<file path="src/rtl/seg7_display.sv">
// Bus-mapped eight-digit hex seven-segment scanner with frame-aligned shadow copy.
// Optional build macro SEG7_LEADING_ZERO_BLANK_EN blanks leading zero digits.
module seg7_display #(
  parameter logic [31:0] BASE_ADDR = 32'hFFFF_F000,
  parameter int unsigned SCAN_DIV  = 20000
) (
  input  logic        clk,
  input  logic        rst,
  input  logic [31:0] addr,
  input  logic        we,
  input  logic [31:0] wdata,
  output logic [31:0] rdata,
  output logic [7:0]  dig_n,
  output logic [7:0]  seg_n
);

  typedef enum logic [2:0] {
    DIG0, DIG1, DIG2, DIG3, DIG4, DIG5, DIG6, DIG7
  } digit_e;

  localparam logic [19:0] PRE_LAST = 20'(SCAN_DIV - 1);

  logic        w_match;
  logic        w_selData;
  logic        w_selCtrl;
  logic [31:0] r_data;
  logic        r_on;
  logic [7:0]  r_mask;
  logic [19:0] r_pre;
  logic        w_tick;
  digit_e      r_idx;
  logic [31:0] r_shd;
  logic [3:0]  w_nib;
  logic        w_blank;
  logic        w_show;

  function automatic logic [6:0] hex7(input logic [3:0] n);
    case (n)
      4'h0: hex7 = 7'h40;
      4'h1: hex7 = 7'h79;
      4'h2: hex7 = 7'h24;
      4'h3: hex7 = 7'h30;
      4'h4: hex7 = 7'h19;
      4'h5: hex7 = 7'h12;
      4'h6: hex7 = 7'h02;
      4'h7: hex7 = 7'h78;
      4'h8: hex7 = 7'h00;
      4'h9: hex7 = 7'h10;
      4'hA: hex7 = 7'h08;
      4'hB: hex7 = 7'h03;
      4'hC: hex7 = 7'h46;
      4'hD: hex7 = 7'h21;
      4'hE: hex7 = 7'h06;
      4'hF: hex7 = 7'h0E;
    endcase
  endfunction

  assign w_match   = (addr[31:3] == BASE_ADDR[31:3]);
  assign w_selData = w_match && !addr[2];
  assign w_selCtrl = w_match && addr[2];

  always_ff @(posedge clk or posedge rst) begin
    if (rst) begin
      r_data <= 32'd0;
      r_on   <= 1'b1;
      r_mask <= 8'hFF;
    end else begin
      if (we && w_selData) begin
        r_data <= wdata;
      end
      if (we && w_selCtrl) begin
        r_on   <= wdata[0];
        r_mask <= wdata[15:8];
      end
    end
  end

  always_comb begin
    rdata = 32'd0;
    if (w_selData) begin
      rdata = r_data;
    end else if (w_selCtrl) begin
      rdata = {16'd0, r_mask, 7'd0, r_on};
    end
  end

  assign w_tick = (r_pre == PRE_LAST);
  assign w_nib  = r_shd[{r_idx, 2'b00} +: 4];

`ifdef SEG7_LEADING_ZERO_BLANK_EN
  // A digit is blank when it and everything above it is zero; digit 0 always shows.
  logic [31:0] w_upper;
  assign w_upper = r_shd >> {r_idx, 2'b00};
  assign w_blank = (r_idx != DIG0) && (w_upper == 32'd0);
`else
  assign w_blank = 1'b0;
`endif

  assign w_show = r_on && r_mask[r_idx] && !w_blank;

  // Shadow reloads only on the 7->0 wrap so a frame never mixes two writes.
  always_ff @(posedge clk or posedge rst) begin
    if (rst) begin
      r_pre <= 20'd0;
      r_idx <= DIG0;
      r_shd <= 32'd0;
      dig_n <= 8'hFF;
      seg_n <= 8'hFF;
    end else begin
      if (w_tick) begin
        r_pre <= 20'd0;
        r_idx <= digit_e'(r_idx + 3'd1);
        if (r_idx == DIG7) begin
          r_shd <= r_data;
        end
      end else begin
        r_pre <= r_pre + 20'd1;
      end
      if (w_show) begin
        dig_n <= ~(8'b1 << r_idx);
        seg_n <= {1'b1, hex7(w_nib)};
      end else begin
        dig_n <= 8'hFF;
        seg_n <= 8'hFF;
      end
    end
  end

endmodule

</file>
<file path="config.mk">
export PLATFORM = sky130hd
export DESIGN_NAME = seg7_display
export DESIGN_NICKNAME = d
export VERILOG_FILES = /design/src/rtl/seg7_display.sv
export SDC_FILE = /design/constraint.sdc
export NUM_CORES = 1
export LEC_CHECK = 0
export CAP_MARGIN = 25
export CORE_MARGIN = 4
export CORE_UTILIZATION = 51
export CTS_CLUSTER_DIAMETER = 120
export DETAILED_ROUTE_END_ITERATION = 16
export HOLD_SLACK_MARGIN = 0.02
export PLACE_DENSITY_LB_ADDON = 0.3
export SYNTH_ARGS = -nofsm -noshare
export SYNTH_HDL_FRONTEND = slang
export SYNTH_SLANG_ARGS = --single-unit
</file>
<file path="constraint.sdc">
create_clock -name clk -period 4.1 [get_ports clk]
set_clock_uncertainty 0.2 [all_clocks]
set_input_delay 0.82 -clock clk [delete_from_list [all_inputs] [get_ports clk]]
set_output_delay 0.82 -clock clk [all_outputs]
set_load 0.03 [all_outputs]
</file>
# --- Word level (Yosys, flattened, before mapping) ---
# Memory sizes are Yosys's and may differ from the RTL's.
# Cells that the tools add are included.
word_totals:
  reg_bits: 112
  romBits: 112
  out_inout_bits: 48
  word_cells: 32
  n_memories: 1
memory_table:
  columns: ["name", "words", "word_bits", "read_ports", "rd_clocked_by_memory_dff", "write_ports", "line", "rtl"]
  rows:
  - ["(name not given)", 16, 7, 1, 0, 0, "38", "case (n)"]
classes:
  add_sub_neg: 2
  magnitude_cmp: 1
  n_eq_ne: 3
  n_shift: 2
  muxes: 7
  n_bitwise: 1
  n_reduce_logical: 7
ops:
  columns: ["op", "count"]
  rows:
  - ["two-way mux 32 bit", 1]
  - ["indexed part select 32 x 6 -> 4 bit", 1]
  - ["equality test 29 bit, second input constant", 1]
  - ["adder 20 x 1 -> 20 bit, second input constant", 1]
  - ["equality test 20 x 15 -> 1 bit, second input constant", 1]
  - ["two-way mux 20 bit", 1]
  - ["two-way mux 16 bit", 1]
  - ["two-way mux 8 bit", 1]
  - ["inverter 8 bit", 1]
  - ["<< shifter 1 x 3 -> 8 bit, first input constant", 1]
  - ["two-way mux 7 bit", 1]
  - ["logical AND 1 bit", 5]
  - ["less-than comparator 3 x 4 -> 1 bit, second input constant", 1]
  - ["adder 3 x 1 -> 3 bit, second input constant", 1]
  - ["binary-select mux 1 bit (select 3 bit)", 1]
  - ["equality test 3 bit, second input constant", 1]
  - ["AND reduction 2 bit", 1]
  - ["logical NOT 1 bit", 1]
  - ["two-way mux 1 bit", 1]

# --- Logic depth before layout (Yosys ltp) ---
# Gate-level depths: netlist of run 1.
depth:
  depth_word: 4
  ltp_mapped: 8

# --- Worst setup path after synthesis of run 1 ---
# OpenSTA, ideal clock, no wires.
synth_timing:
  kind: "input to output"
  start: "input port addr[23]"
  end: "output port rdata[16]"
  arrival_ns: 2.074
  required_ns: 3.080
  path_slack_ns: 1.006
  stages: 5
  n_path_buf: 1
  path_cell_list: "nand4_1 -> nor4_2 -> and4bb_2 -> clkbuf_1 -> and2_1"
synth_between:
  elab_chain_len: 3
synth_rtl:
  columns: ["item", "line", "rtl"]
  rows:
  - ["from (decl)", "9", "input logic [31:0] addr,"]
  - ["equality test 29 bit", "58", "assign w_match = (addr[31:3] == BASE_ADDR[31:3]);"]
  - ["logical AND 1 bit", "59", "assign w_selData = w_match && !addr[2];"]
  - ["two-way mux 32 bit", "80", "if (w_selData) begin"]
  - ["to (decl)", "12", "output logic [31:0] rdata,"]
# No other way between the ends.

# --- Worst setup path after layout of run 1 ---
layout_timing:
  start: "input port addr[17]"
  end: "output port rdata[8]"
layout_between:
  elab_chain_len: 4
  word_cells_on_any_way: 5
layout_rtl:
  columns: ["item", "line", "rtl"]
  rows:
  - ["equality test 29 bit *", "58", null]
  - ["logical AND 1 bit", "60", "assign w_selCtrl = w_match && addr[2];"]
  - ["two-way mux 16 bit", "82", "end else if (w_selCtrl) begin"]
  - ["two-way mux 32 bit *", "80", null]
# Every way passes the cells marked *; elsewhere a longest branch is shown, timed or not.

==> flow_metrics.py, run 1 <==
metrics = {
    "status": {
        "outcome": "finished clean",
    },
    "worst_setup_path": {
        "cp_max_fo": 10,
        "cp-start-kind": "input pin",
        "crit_chain": "clkdlybuf4s50_1 > nand4_1 > nor4_2 > nand4_2 > nor2_1 > clkdlybuf4s50_1",
        "timing.rr.start": "r_idx[0]",
        "worstSetupPathDepth": 6,
        "crit_buf_inv": 2,
        "cp.required_ns": 3.08,
        "cp_top_family": "buffers and inverters",
        "crit_slowest_cell": "clkdlybuf4s50_1",
        "reg2regPathDepth": 5,
        "startpoint": "addr[17]",
        "cp.arrival_ns": 2.95,
        "crit_type": "in -> out",
        "endpoint_kind": "output port",
        "worst_path_most_repeated_cell": "clkdlybuf4s50_1",
        "crit_path_max_incr_delay_ns": 0.70,
    },
    "synth": {
        "yosysTopAreaCellShare_pct": 40.97,
        "yosys.cell_types.count": 53,
        "synth_flop_cell": "dfrtp_1",
        "synth_fp_nets": 484,
        "synth_fa_ha_area_share_pct": 2.826,
        "synth_area_um2": 5314,
        "synth_most_common_cell": "dfrtp_1",
        "netlist_instances": 405,
        "avgSynthCellArea_um2": 13.12,
        "async_flop_share_pct": 100.0,
        "synth-compound-area-share_pct": 3.132,
        "yosys_warnings": 0,
        "synth-seq-cells": 111,
        "synth-edff-count": 0,
        "synth_common_cells": "87 x dfrtp_1, 63 x mux2_2, 25 x and2_1, 24 x dfstp_2, 24 x nand2_1",
        "muxShareOfSynthArea_pct": 23.38,
        "synth_top_family_by_area": "multiplexers",
        "synth-xor-area-share_pct": 2.967,
        "synth_top_cell_by_area": "dfrtp_1",
        "synth-simple-area-share_pct": 12.06,
        "synthTopCellsByArea": "dfrtp_1 41%, mux2_2 13%, dfstp_2 12%, and2_1 2.9%, ha_1 2.8%",
        "ys_seq_area_share_pct": 52.84,
    },
    "sta": {
        "hold_violations": 0,
        "tns_ns": 0,
        "slew_viol_final": 0,
        "rsz0062_at_grt": "false",
        "max_freq_ghz": 0.2516,
        "setup_viol": 0,
        "worst_pin_slew_ns": 0.6940,
        "period_share_pct": 96.92,
        "slew-limit-headroom_pct": 52.82,
        "period_minus_slack_ns": 3.974,
    },
    "clocking": {
        "clock_path_buffers": 2,
        "clkTransAtPathRegs_ns": 0.11,
        "numCtsBuffers": 9,
        "root_buffer": "clkbuf_8",
        "htreeDepth": 3,
        "cts_setup_buffers": 0,
        "cts_tree": "done",
        "cts.sink_count": 111,
        "insertion_delay_ns": 0.37,
    },
    "route": {
        "antenna_left": 0,
        "viasPerCell": 5.371,
        "drt_pass1_iterations": 4,
        "post_drt_wl_per_cell_um": 16.58,
        "drcViolationCount": 0,
        "num_vias": 3529,
        "drt_iter0_markers": 152,
        "finalWirelength_um": 10890,
    },
    "global_routing": {
        "grt_pass1_wl_um": 17510,
        "grt_pass1_vias": 3700,
        "antenna_found_initial": 0,
        "grt_start_max_net_pins": 61,
        "grtUsageTotal_pct": 18.60,
        "overflow": 0,
    },
    "power": {
        "p_leak_uw": 0.003128,
        "p_per_area_nw_per_um2": 273.9,
        "ir_worst_vdd_mv": 0.1822,
    },
    "placement": {
        "dpl_cell_area_um2": 6485,
        "dp_hpwl_um": 8092,
        "gp_congestion": 0.8415,
        "io_buffers": 111,
    },
    "floorplanning": {
        "die_area_um2": 12120,
        "core_um2": 9955,
        "pin_count": 115,
        "die_h_um": 110.1,
        "rows": 36,
        "dieWidth_um": 110.1,
        "initial_core_util_pct": 53.38,
    },
    "hold_path": {
        "min_from": "r_pre[19]",
        "hold_class": "reg -> reg",
        "hold_depth": 1,
    },
    "final_layout": {
        "diodes": 0,
        "synthToLayoutAreaGrowth_pct": 25.78,
        "final_cell_area_um2": 6684,
        "drive_gt1_share_pct": 30.73,
        "fin_nets": 598,
    },
    "job": {
        "max_cap_viol_count": 0,
    },
}
[final cells by class]
type | count | area (µm²)
Multi-Input combinational cell | 269 | 2361
Sequential cell | 111 | 2808
Inverter | 9 | 36.28
Clock inverter | 7 | 72.57
Timing Repair Buffer | 119 | 1116
Clock buffer | 9 | 123.9
Tap cell | 133 | 166.4
Fill cell | 769 | 3271
[flip-flops by register name (all words and copies together), names as in the netlist]
signal / flops
r_pre: 20
dig_n: 8
r_on: 1
r_mask: 8
seg_n: 7
r_data: 32
r_shd: 32
r_idx: 3
[power breakdown]
part	internal [µW]	switching, µW	leakage [µW]
clock network	240	400	0.0000970
registers	1100	0.0000113	0.00145
logic	58.4	36.4	0.00158
total	1390	436	0.00313
[cells in the final DEF, fill, tap and decap left out, drive strengths merged, types with 2 or more instances in the layout]
| cell type | instances |
|---|---|
| and4 | 3 |
| clkinv | 2 |
| xnor2 | 11 |
| o211ai | 2 |
| nor4 | 5 |
| inv | 13 |
| nand3 | 8 |
| dfrtp | 87 |
| nor3 | 2 |
| nor2b | 2 |
| nand2 | 26 |
| clkdlybuf4s50 | 87 |
| o221ai | 4 |
| dfstp | 24 |
| clkbuf | 9 |
| or3 | 2 |
| nand2b | 2 |
| buf | 31 |
| nand4 | 12 |
| and3 | 3 |
| mux4 | 8 |
| ha | 12 |
| mux2i | 16 |
| nor2 | 22 |
| o21ai | 3 |
| xor2 | 7 |
| a21oi | 5 |
| mux2 | 75 |
| and2 | 25 |
[per-layer routing]
metal / vias to the layer above / wire, µm / GRT usage, %
li1: 1661 / - / -
met1: 1751 / 4565 / 23.26
met2: 106 / 5618 / 32.45
met3: 11 / 578 / 5.009
met4: 0 / 129 / 3.829
met5: - / 0 / 0
[per-stage QoR]
| stage | hold slack [ns] | worst slack [ns] | power, µW | instances | utilization (%) |
|---|---|---|---|---|---|
| after global routing | 0.2926 | 0.006819 | 1909 | 657 | 67.14 |
| after CTS | 0.2838 | 0.08593 | 1849 | 657 | 67.12 |
| after detailed placement | 0.2654 | 0.1023 | 1213 | 641 | 65.15 |
| after global placement | 0.2627 | 0.1044 | 1211 | 641 | 65.15 |
| final | 0.2763 | 0.1261 | 1831 | 657 | 67.14 |
| after floorplan | 0.2434 | 0.1891 | 1141 | 405 | - |
[logic make-up after synthesis]
kind of cell	count (synthesis)
fa+ha+maj	12
simple gates	116
mux	99
compound gates	23
xor+xnor	18
buf+inv	25
flops	111
other cells	1
[final timing paths]
| path | to | slack, ns |
|---|---|---|
| worst min register to register | r_pre[19] | 0.28 |
| worst max-delay path | rdata[8] | 0.13 |
| worst max register to register | seg_n[0] | 1.16 |
| worst min-delay path | r_pre[19] | 0.28 |
| max in group asynchronous | r_mask[4] | 2.13 |
| min in group asynchronous | r_data[4] | 0.70 |
[repair_timing]
action	CTS	global route
endpoints found under the setup margin	0	1
endpoints found under the hold margin	0	0
hold buffers	0	0
resized for setup	0	1
Note: power is estimated with default switching activity, not from simulation.
==> run 2: changes to the inputs <==
- GPL_ROUTABILITY_DRIVEN: unset -> 0
==> results of run 2 <==
The final DEF is identical to that of run 1; final timing and power are the same.
==> run 3: changes to the inputs <==
- CTS_CLUSTER_DIAMETER: 120 -> 80
==> results of run 3 <==
The final DEF is identical to that of run 1; final timing and power are the same.
